===== src/rtl/store_narrow_pkg.sv =====
// Shared encodings for the store-narrowing path.
// Size codes match the load extenders; state codes name the output/skid occupancy.
package store_narrow_pkg;

    localparam logic [1:0] SZ_BYTE = 2'b00;
    localparam logic [1:0] SZ_HALF = 2'b01;
    localparam logic [1:0] SZ_WORD = 2'b10;
    localparam logic [1:0] SZ_ILL  = 2'b11;

    localparam logic [1:0] ST_EMPTY = 2'b00;
    localparam logic [1:0] ST_OUT   = 2'b01;
    localparam logic [1:0] ST_FULL  = 2'b10;

endpackage


===== src/rtl/store_lane_fmt.sv =====
// Combinational store lane formatter.
// Replicates the operand across lanes and builds byte enables.
module store_lane_fmt
    import store_narrow_pkg::*;
(
    input  logic [1:0]  size,
    input  logic [1:0]  addr,
    input  logic [31:0] wdata,
    output logic [31:0] wdata_lanes,
    output logic [3:0]  be,
    output logic        misaligned
);

    always_comb begin
        wdata_lanes = wdata;
        be          = 4'b0000;
        misaligned  = 1'b0;
        unique case (1'b1)
            (size == SZ_BYTE): begin
                wdata_lanes = {4{wdata[7:0]}};
                be          = 4'b0001 << addr;
            end
            (size == SZ_HALF): begin
                wdata_lanes = {2{wdata[15:0]}};
                be          = 4'b0011 << {addr[1], 1'b0};
                misaligned  = addr[0];
            end
            (size == SZ_WORD): begin
                be         = 4'b1111;
                misaligned = (addr != 2'b00);
            end
            (size == SZ_ILL): begin
                misaligned = 1'b1;
            end
        endcase
    end

endmodule


===== src/rtl/store_narrow.sv =====
// Store narrowing stage: lane formatting, registered output with skid,
// and trapping of misaligned or illegal-size stores.
module store_narrow
    import store_narrow_pkg::*;
#(
    parameter int ADDR_W = 32,
    parameter int CNT_W  = 8
) (
    input  logic              clk,
    input  logic              rst_n,
    input  logic              in_valid,
    output logic              in_ready,
    input  logic [ADDR_W-1:0] in_addr,
    input  logic [31:0]       in_wdata,
    input  logic [1:0]        in_size,
    output logic              mem_valid,
    input  logic              mem_ready,
    output logic [ADDR_W-1:0] mem_addr,
    output logic [31:0]       mem_wdata,
    output logic [3:0]        mem_be,
    output logic              err_pulse,
    output logic [ADDR_W-1:0] err_addr,
    output logic [CNT_W-1:0]  err_count
);

    logic [31:0]       fmt_wdata;
    logic [3:0]        fmt_be;
    logic              fmt_mis;
    logic [ADDR_W-1:0] in_waddr;

    logic [1:0]        state;
    logic [1:0]        state_d;
    logic [ADDR_W-1:0] sk_addr;
    logic [31:0]       sk_wdata;
    logic [3:0]        sk_be;

    logic acc;
    logic legal;
    logic trap;
    logic ld_in;
    logic ld_sk;
    logic sk_wr;

    store_lane_fmt u_fmt (
        .size        (in_size),
        .addr        (in_addr[1:0]),
        .wdata       (in_wdata),
        .wdata_lanes (fmt_wdata),
        .be          (fmt_be),
        .misaligned  (fmt_mis)
    );

    assign in_waddr  = {in_addr[ADDR_W-1:2], 2'b00};
    assign acc       = in_valid & in_ready;
    assign legal     = acc & ~fmt_mis;
    assign trap      = acc & fmt_mis;
    assign mem_valid = (state != ST_EMPTY);

    always_comb begin
        state_d = state;
        ld_in   = 1'b0;
        ld_sk   = 1'b0;
        sk_wr   = 1'b0;
        unique case (state)
            ST_EMPTY: begin
                if (legal) begin
                    ld_in   = 1'b1;
                    state_d = ST_OUT;
                end
            end
            ST_OUT: begin
                if (mem_ready) begin
                    if (legal) ld_in = 1'b1;
                    else       state_d = ST_EMPTY;
                end else if (legal) begin
                    sk_wr   = 1'b1;
                    state_d = ST_FULL;
                end
            end
            ST_FULL: begin
                if (mem_ready) begin
                    ld_sk   = 1'b1;
                    state_d = ST_OUT;
                end
            end
            default: state_d = ST_EMPTY;
        endcase
    end

    always_ff @(posedge clk or negedge rst_n) begin
        if (!rst_n) begin
            state     <= ST_EMPTY;
            in_ready  <= 1'b1;
            mem_addr  <= '0;
            mem_wdata <= '0;
            mem_be    <= '0;
            sk_addr   <= '0;
            sk_wdata  <= '0;
            sk_be     <= '0;
        end else begin
            state    <= state_d;
            in_ready <= (state_d != ST_FULL);
            if (ld_in) begin
                mem_addr  <= in_waddr;
                mem_wdata <= fmt_wdata;
                mem_be    <= fmt_be;
            end else if (ld_sk) begin
                mem_addr  <= sk_addr;
                mem_wdata <= sk_wdata;
                mem_be    <= sk_be;
            end
            if (sk_wr) begin
                sk_addr  <= in_waddr;
                sk_wdata <= fmt_wdata;
                sk_be    <= fmt_be;
            end
        end
    end

    // Trapped stores only touch error state; they never enter the queue.
    always_ff @(posedge clk or negedge rst_n) begin
        if (!rst_n) begin
            err_pulse <= 1'b0;
            err_addr  <= '0;
            err_count <= '0;
        end else begin
            err_pulse <= trap;
            if (trap) err_addr <= in_addr;
            if (trap && (err_count != {CNT_W{1'b1}}))
                err_count <= err_count + {{(CNT_W-1){1'b0}}, 1'b1};
        end
    end

endmodule


===== config.mk =====
export PLATFORM = sky130hd
export DESIGN_NAME = store_narrow
export DESIGN_NICKNAME = d
export VERILOG_FILES = /design/src/rtl/store_narrow_pkg.sv /design/src/rtl/store_lane_fmt.sv /design/src/rtl/store_narrow.sv
export SDC_FILE = /design/constraint.sdc
export NUM_CORES = 1
export LEC_CHECK = 0
export BUFFER_PORTS_ARGS = -buffer_cell sky130_fd_sc_hd__clkbuf_2
export CAP_MARGIN = 20
export CORE_ASPECT_RATIO = 1.4
export CORE_MARGIN = 4
export CORE_UTILIZATION = 45
export CTS_CLUSTER_SIZE = 25
export DETAILED_ROUTE_END_ITERATION = 8
export HOLD_SLACK_MARGIN = 0.06
export PLACE_DENSITY = 0.69
export SKIP_CTS_REPAIR_TIMING = 1
export SLEW_MARGIN = 0
export SYNTH_ARGS = -nofsm -noshare
export SYNTH_HDL_FRONTEND = slang
export SYNTH_HIERARCHICAL = 1
export SYNTH_SLANG_ARGS = --single-unit

===== constraint.sdc =====
create_clock -name clk -period 5.3 [get_ports clk]
set_clock_uncertainty 0.15 [all_clocks]
set_input_delay 0.795 -clock clk [delete_from_list [all_inputs] [get_ports clk]]
set_output_delay 0.795 -clock clk [all_outputs]
set_load 0.005 [all_outputs]

==> results.md, run 1 <==
- The run finished with clean final reports.
- The maximum number of pins on one net before global-route repair is 75.
- For this run, design rule violations remaining after detail routing come to 0.
- The sequential cells in the finished layout cover a total of 4405 sq um.
- The required time of the critical path is 5.45 ns.
- After detailed routing, the average wire length per cell comes to 19.44 microns.
- The area of the core is 16,750 sq um.
- The H-tree was split into 4 levels.
- The total global routing overflow is 0.
- The highest clock frequency the design can meet is 329.6 MHz.
- The routed design could run at a clock period as short as 3.034 ns.
- For this block, the routed nets add up to 18.02 mm of wire.
- The register bit count reported by yosys is 176.
- The post-detailed-placement half-perimeter wirelength is 12.23 mm.
- At the pin with the least slew margin, the transition time is 0.9795 ns.
- The first global-routing pass estimated 28.81 mm of wire.
- The power density normalized to cell area is 485.7 nW/um^2.
- The die outline area is 19,240 sq um.
- Dividing the synthesized area by the synthesized cell count gives 13.88 sq um.
- The endpoint type of the worst setup path is a register.
- The multi-input gate area in the final layout is 2957 sq um.
- The peak supply drop is 0.2333 mV.
- The count of nets left with antenna violations once routing finished came out at 0.
- Of all flip-flops after synthesis, the portion carrying an async set or reset was 100.0%.
- The antenna diode count is 0.
- The most common cell after layout, fill and taps aside is sky130_fd_sc_hd__clkbuf_2.
- The first-pass detailed-route iteration total is 4.
- Setup repair after global routing left no endpoint under its margin.
- The count of synthesis-stage warnings from yosys is 6.
- After synthesis, the netlist uses 43 different library cells.
- The clock tree from TritonCTS is done.
- After synthesis the cells add up to 7676 sq um.
- The number of antenna violations at the first check in global routing was 0.
- The largest fanout of any net on the critical path is 68.
- Of the cells placed in the final design, the portion with a size suffix greater than 1 is 44.89%.
- The clock root buffer is sky130_fd_sc_hd__clkbuf_16.
- Dividing the detail-routed via count by the number of cells gives 5.628.
- The floorplan die height is 162.5 microns.
- The max-cap violation count is 0.
- The die width is 118.4 microns.
- The kind of critical path is in -> reg.
- The number of global-route vias before repair is 5,285.
- STA classifies the critical path startpoint as an input pin.
- The number of hold violations in the final report was 0.
- At the end of the flow, the number of nets in the layout was 782.
- Of the synthesized area, sequential elements account for 57.39%.
- Setup violations remaining at the end of the flow were counted as 0.
- The global-route usage over all layers is 18.96%.
- Dividing the final minimum period by the clock period gives 57.24%.
- Counting along the longest clock path gives a buffer depth of 2.
- At the end of routability-driven placement, the weighted congestion stood at 0.8273.
- In this run, the number of DRC markers left after iteration 0 of detailed routing was 358.
- The top cell types in the final layout, fill and taps aside, are sky130_fd_sc_hd__clkbuf_2, sky130_fd_sc_hd__dfrtp_1, sky130_fd_sc_hd__mux2_2.
- Relative to the synthesized area, the layout overhead comes to 21.09%.
- Including well taps, the total number of placed cells is 892.
- The number of top-level pins is 181.
- Among all flip-flop cells after synthesis, the most frequent one is sky130_fd_sc_hd__dfrtp_1.
- The total leakage power is 4.527 nW.
- The filler cell count is 1,390.
- The number of input and output port buffers inserted is 178.
- For the worst-skew pair, the clock arrives at the later sink with an insertion delay of 0.42 ns.
- The non-filler instance count after layout is 927.
- The number of cells produced by synthesis is 553.
- The initial utilization of the core area, before any placement, comes to 45.84%.
- The count of flip-flops with a built-in enable after synthesis is 0.
- Setup total negative slack on the finished layout was measured at 0 ns.
- The data arrival time of the worst path is 3.19 ns.
- The class of the tightest hold or removal check is in -> async.
- The clock transition time at the flip-flop clock pins of the worst setup and hold paths is 0.07 ns.
- The total number of placement rows is 56.
- For this design, the sink count on the clock tree is 176.
- Headroom to the max-slew limit came out at 34.70%.
- The final number of max-transition violations is 0.
- The number of buffers inserted during clock tree synthesis is 17.
- Detailed routing inserted a total of 5,217 vias.
-- worst max-delay path, cell delays in order --
cell                       delay (ns)
sky130_fd_sc_hd__clkbuf_2        0.44
sky130_fd_sc_hd__nor3_1          0.13
sky130_fd_sc_hd__nor2_1          0.31
sky130_fd_sc_hd__and4bb_1        0.30
sky130_fd_sc_hd__nand2_4         0.70
sky130_fd_sc_hd__mux2_2          0.42
-- layout make-up --
class / instances / share of cell area, %
timing repair buffer: 187 / 10.94
sequential: 176 / 47.40
clock buffer: 17 / 4.577
tap: 203 / 2.733
clock inverter: 15 / 2.463
multi-input combinational: 327 / 31.81
inverter: 2 / 0.08076
-- routing by layer --
| layer | track usage, % | vias to the layer above | part of all wire, % |
|---|---|---|---|
| met3 | 4.691 | 22 | 6.1 |
| met1 | 24.91 | 2654 | 43 |
| met5 | 0 | - | 0 |
| met4 | 5.482 | 0 | 1.4 |
| li1 | - | 2343 | - |
| met2 | 31.43 | 198 | 49 |
-- registers in the layout (all words and copies together) (netlist names) --
signal     flops
err_pulse      1
sk_wdata      32
in_ready       1
err_addr      32
mem_addr      30
err_count      8
sk_addr       30
mem_be         4
mem_wdata     32
state          2
sk_be          4
-- where the power goes --
part	leakage (nW)	total, mW	switching, mW	internal [mW]
logic	2.05	1.02	0.425	0.590
registers	2.16	2.11	0.274	1.84
clock network	0.319	1.39	0.542	0.845
-- cells in the mapped netlist, drive strengths merged, types with 7 or more instances --
library cell,count,area share [%]
and2,66,5.4
buf,37,3.7
dfrtp,175,57
mux2i,12,1.6
clkbuf,12,0.59
o21ai,11,0.72
nand2,13,0.64
mux2,116,17
a221o,66,8.6
a21oi,7,0.46
-- worst paths after layout --
| kind | from | end | slack [ns] | depth (start not counted) |
|---|---|---|---|---|
| worst min register to register | sk_wdata[15] | sk_wdata[15] | 0.33 | 1 |
| worst max register to register | state[1] | mem_wdata[15] | 2.74 | 5 |
| max in group asynchronous | rst_n | err_addr[23] | 3.58 | 2 |
| min in group clk | sk_wdata[15] | sk_wdata[15] | 0.33 | 1 |
| worst min-delay path | rst_n | sk_addr[8] | 0.23 | 1 |
| worst max-delay path | in_size[0] | sk_addr[25] | 2.27 | 6 |
-- per-stage QoR --
stage	hold slack, ns	power [mW]	setup WS, ns	area, sq um	utilization [%]
detailed placement	0.3226	3.155	1.637	8566	51.15
global placement	0.3156	3.088	1.772	8566	51.15
finish	0.2278	4.515	2.266	9295	55.51
floorplan	0.3056	2.657	2.688	7680	-
global route	0.2798	4.770	2.156	9295	55.51
CTS	0.2462	4.559	2.080	9220	55.06
-- kinds of logic after synthesis --
family / synth area share, %
flip-flops: 57.39
multiplexers: 18.92
AND/OR/NAND/NOR: 8.069
AO/OA/AOI/OAI: 10.53
buffers and inverters: 4.417
XOR/XNOR: 0.4565
adder cells (fa/ha/maj): 0.1630
other: 0.04885
(Power assumes the default switching activity.)
==> run 2: changes to the inputs <==
ABC_AREA = 1   (was not set)
PLACE_DENSITY = 0.71   (was 0.69)
clock period = 2.6 ns   (was 5.3 ns; I/O delays follow)
==> run 2 against run 1 <==
Net effect: critical path depth up 1; highest routed layer unchanged; critical endpoint is now mem_wdata[9]; largest power group unchanged; area after synthesis up 1.4%; clock-buffer cell count up 5; first-iteration DRC count up 67%; synthesized cell count up 75%; cell count up 50%.
==> results.md, run 2 <==
- The setup path with the least slack is of type reg -> reg.
- The largest fanout of any net on the critical path was 41 (-40%).
- The insertion delay of the later-clocked pin in the worst-skew pair is 0.42 ns (about the same).
- The first-pass GRT wire length came to 32.49 mm (+13%).
- The total number of placement rows is 56 (unchanged).
- The count of nets left with antenna violations after detail routing is 0 (unchanged).
- The clock transition time at the flip-flop clock pins of the worst setup and hold paths came to 0.06 ns (about the same).
- The sum of met3 wire segment lengths after detailed routing is 1.166 mm (+5.6%).
- The critical register-to-register path startpoint is state[1].
- The slowest stage of the critical path belongs to the cell sky130_fd_sc_hd__nor2_4.
- The run finished with clean final reports.
- Relative to the synthesized area, the layout overhead comes to 22.62%.
- The cell taking the most area after synthesis is sky130_fd_sc_hd__dfrtp_1.
- The power density normalized to cell area is 856.1 nW/um^2 (+76%).
- The net count of the finished layout is 1,213 (+55%).
- The post-detailed-placement half-perimeter wirelength is 13.62 mm (+11%).
- The combinational group share of total power is 22.6% (about the same).
- The slack of the worst reg-to-reg path is 0.50 ns (-2.24 ns).
- The maximum level of the CTS H-tree was 4 (unchanged).
- The count of placed standard cells including taps came to 1,339 (+50%).
- The most common cell after layout, fill and taps aside is sky130_fd_sc_hd__nand2_1.
- The area of the core is 16,890 sq um (+0.84%).
- The endpoint of the worst register-to-register path is mem_wdata[9].
- The worst hold margin is 0.05377 ns (-0.1741 ns).
- In the final layout, the registers with the most flip-flops are err_addr x32, mem_wdata x32, sk_wdata x32.
- The count of synthesis-stage warnings from yosys was 6 (unchanged).
- The die width is 119.1 microns (+0.64%).
- The class of the tightest hold or removal check is in -> reg.
- The clock period could shrink to 2.096 ns.
- The post-detailed-route via-to-cell ratio is 4.777 (-15%).
- The total leakage power is 5.379 nW (+19%).
- The global-route usage over all layers is 20.95% (+2.0 points).
- The largest buffer count on any clock path is 2 (unchanged).
- The number of buffers inserted during clock tree synthesis was 17 (unchanged).
- The peak supply drop is 0.3526 mV (+51%).
- The worst slew margin relative to its limit was 30.34% (-4.4 points).
- The die outline area is 19,490 sq um (+1.3%).
- In this design, the critical path's most frequently occurring cell is sky130_fd_sc_hd__nand2_1.
- The required time of the critical path is 2.80 ns (-2.65 ns).
- The fraction of layout cells with a size suffix above 1 is 20.35% (-25 points).
- The detailed router used layers up to and including met4.
- The total number of vias came to 6,626 (+27%).
- The initial core utilization is 46.08% (+0.24 points).
- The count of different cell masters after synthesis was 20 (-53%).
- The highest clock frequency the design can meet is 477.1 MHz.
- The share of async-settable or async-resettable flops after synthesis came to 100.0% (unchanged).
- The final number of max-transition violations is 0 (unchanged).
- The antenna diode count is 0 (unchanged).
- The endpoint type of the worst setup path is a register.
- The data arrival time of the worst path is 2.30 ns (-0.89 ns).
- TritonCTS built the clock tree.
- The filler cell count is 1,601 (+15%).
- The placer's final routability congestion estimate is 0.9081 (+9.8%).
- By count the netlist is led by sky130_fd_sc_hd__nand2_1, sky130_fd_sc_hd__dfrtp_1, sky130_fd_sc_hd__nor2_1.
- The cell depth of the worst flop-to-flop path was 7 (+2).
- The internal power contribution came to 5.609 mW (+71%).
- The number of input and output port buffers inserted is 178 (unchanged).
- The first-pass detailed-route iteration total came to 5 (+1).
- The max-cap violation count came to 0 (unchanged).
- The measured slew at the worst slew-check pin was 1.042 ns (+0.06298 ns).
- Of the available clock period, the critical path in the final layout requires 80.61%.
- The maximum single-stage delay on the critical path was 0.78 ns (+0.08 ns).
- The clock network fraction of total power is 28.7% (-2.0 points).
- The area share of the largest cell type after synthesis is 56.28% (-0.77 points).
- The number of cells produced by synthesis is 966 (+75%).
- The core occupancy in the finished layout is 56.51% (+1.0 points).
- The fraction of the yosys area taken by sequential cells is 56.62% (-0.78 points).
- The sequential standard cell area was 4405 sq um (unchanged).
- The detailed-routed wire length on met2 is 9.912 mm (+12%).
- The number of hold violations in the final report is 0 (unchanged).
- The synthesized area per cell was 8.055 sq um (-42%).
- The number of setup violations in the final report came to 0 (unchanged).
- The top cell types in the final layout, fill and taps aside, are sky130_fd_sc_hd__nand2_1, sky130_fd_sc_hd__clkbuf_2, sky130_fd_sc_hd__dfrtp_1.
- The final total negative setup slack is 0 ns (unchanged).
- The register share of total power is 48.7% (+1.9 points).
- sky130_fd_sc_hd__nand2_1 is the most common cell in the netlist.
- The non-filler instance count after layout is 1,387 (+50%).
- Setup repair after global routing left no endpoint under its margin.
- In the synthesized netlist the dominant register cell turns out to be sky130_fd_sc_hd__dfrtp_1.
- The number of clock sinks is 176 (unchanged).
- The total global routing overflow is 0 (unchanged).
- The type of origin of the critical path is a register.
- The number of antenna violations at the first check in global routing came to 0 (unchanged).
- The floorplan die height came to 163.6 microns (+0.65%).
- The multi-input gate area in the final layout is 2646 sq um (-10%).
- By area the synthesized netlist is led by sky130_fd_sc_hd__dfrtp_1, sky130_fd_sc_hd__nand2_1, sky130_fd_sc_hd__a21oi_1, sky130_fd_sc_hd__nor2_1, sky130_fd_sc_hd__inv_1.
- The clock root buffer is sky130_fd_sc_hd__clkbuf_16.
- The synthesized area is 7781 sq um (+1.4%).
- The wire length per cell is 14.32 microns (-26%).
- The count of flip-flops with a built-in enable after synthesis is 0 (unchanged).
- The maximum number of pins on one net before global-route repair is 108 (+44%).
- The startpoint of the most critical setup path is state[1].
- The capturing instance or port of the critical path is mem_wdata[9].
- The total routed wire length on the met1 layer is 8.638 mm (+10%).
- The wire length reported by the detailed router is 19.86 mm (+10%).
- The switching share of total power was 31.33% (+3.8 points).
- The critical path goes through inv_1 -> nand2_1 -> nor2_4 -> nor2_4 -> buf_12 -> nand2_1 -> nand2_1.
- The DRC marker count from the first detailed-route iteration is 599 (+67%).
- The number of top-level pins was 181 (unchanged).
- The post-detailed-route DRC marker count was 0 (unchanged).
- The switching power of the nets is 2.559 mW (+110%).
- The number of global-route vias before repair is 6,377 (+21%).
- The register bit count reported by yosys came to 176 (unchanged).
[run 2: cell count changes after synthesis, sizes merged, moves of 3 or more]
| cell | delta |
|---|---|
| inv | +113 |
| nor3 | -3 |
| mux2 | -116 |
| nand2 | +290 |
| nor2 | +113 |
| nand3 | +24 |
| mux2i | -12 |
| a221o | -66 |
| o21ai | +55 |
| xor2 | -3 |
| clkbuf | +4 |
| a21oi | +95 |
| and2 | -66 |
[run 2: layer usage]
layer  track usage [%]  up-vias
met5                 0        -
met4             5.113        0
met3             4.884       10
met2             35.37      202
met1             27.41     3093
li1                  -     3321
[run 2: cell type report]
class / instances / share of cell area (%)
Sequential cell: 176 / 46.17
Multi-Input combinational cell: 621 / 27.73
Timing Repair Buffer: 211 / 12.94
Clock buffer: 22 / 4.760
Inverter: 115 / 4.524
Tap cell: 232 / 3.042
Clock inverter: 10 / 0.8261
[run 2: critical path: cells and delay by family, from the launching register on]
family | cells | cell delay, ns
DFF | 1 | 0.41
buffers and inverters | 2 | 0.37
and+or+nand+nor | 5 | 1.09
[run 2: power groups by stage]
stage / clock network [mW] / registers [mW] / logic (mW)
2_1_floorplan: 0 / 3.99 / 0.994
3_3_place_gp: 0 / 4.00 / 1.80
3_5_place_dp: 0 / 4.01 / 1.86
4_1_cts: 2.40 / 3.98 / 1.87
5_1_grt: 2.52 / 4.08 / 2.14
6_report: 2.34 / 3.98 / 1.85
[run 2: cells by family (layout without fill, tap and decap cells)]
logic type      count (synthesis)  in the layout  share of synthesized area (%)
simple gates                  448            448                          22.37
flops                         176            176                          56.62
buf+inv                       170            358                          9.776
compound gates                168            168                          10.81
xor+xnor                        2              2                         0.2252
fa+ha+maj                       1              1                         0.1608
other cells                     1              2                        0.04819
[run 2: worst min path at each step]
| stage | start | endpoint | slack, ns | cells after the start |
|---|---|---|---|---|
| 2_1_floorplan | rst_n | err_addr[0] | -0.06 | 0 |
| 6_report | in_addr[20] | mem_addr[20] | 0.05 | 3 |
| 4_1_cts | rst_n | err_addr[11] | -0.20 | 1 |
| 5_1_grt | in_addr[11] | mem_addr[11] | 0.06 | 3 |
| 3_5_place_dp | rst_n | err_addr[11] | 0.26 | 1 |
| 3_3_place_gp | rst_n | err_addr[11] | 0.27 | 1 |
[run 2: metrics by stage]
stage / power (mW) / area [sq um] / setup slack (ns)
6_report: 8.168 / 9542 / 0.5040
5_1_grt: 8.746 / 9542 / 0.3218
4_1_cts: 8.251 / 9382 / 0.4736
3_5_place_dp: 5.878 / 8848 / 0.05347
3_3_place_gp: 5.797 / 8848 / 0.09315
2_1_floorplan: 4.980 / 7785 / 0.7043
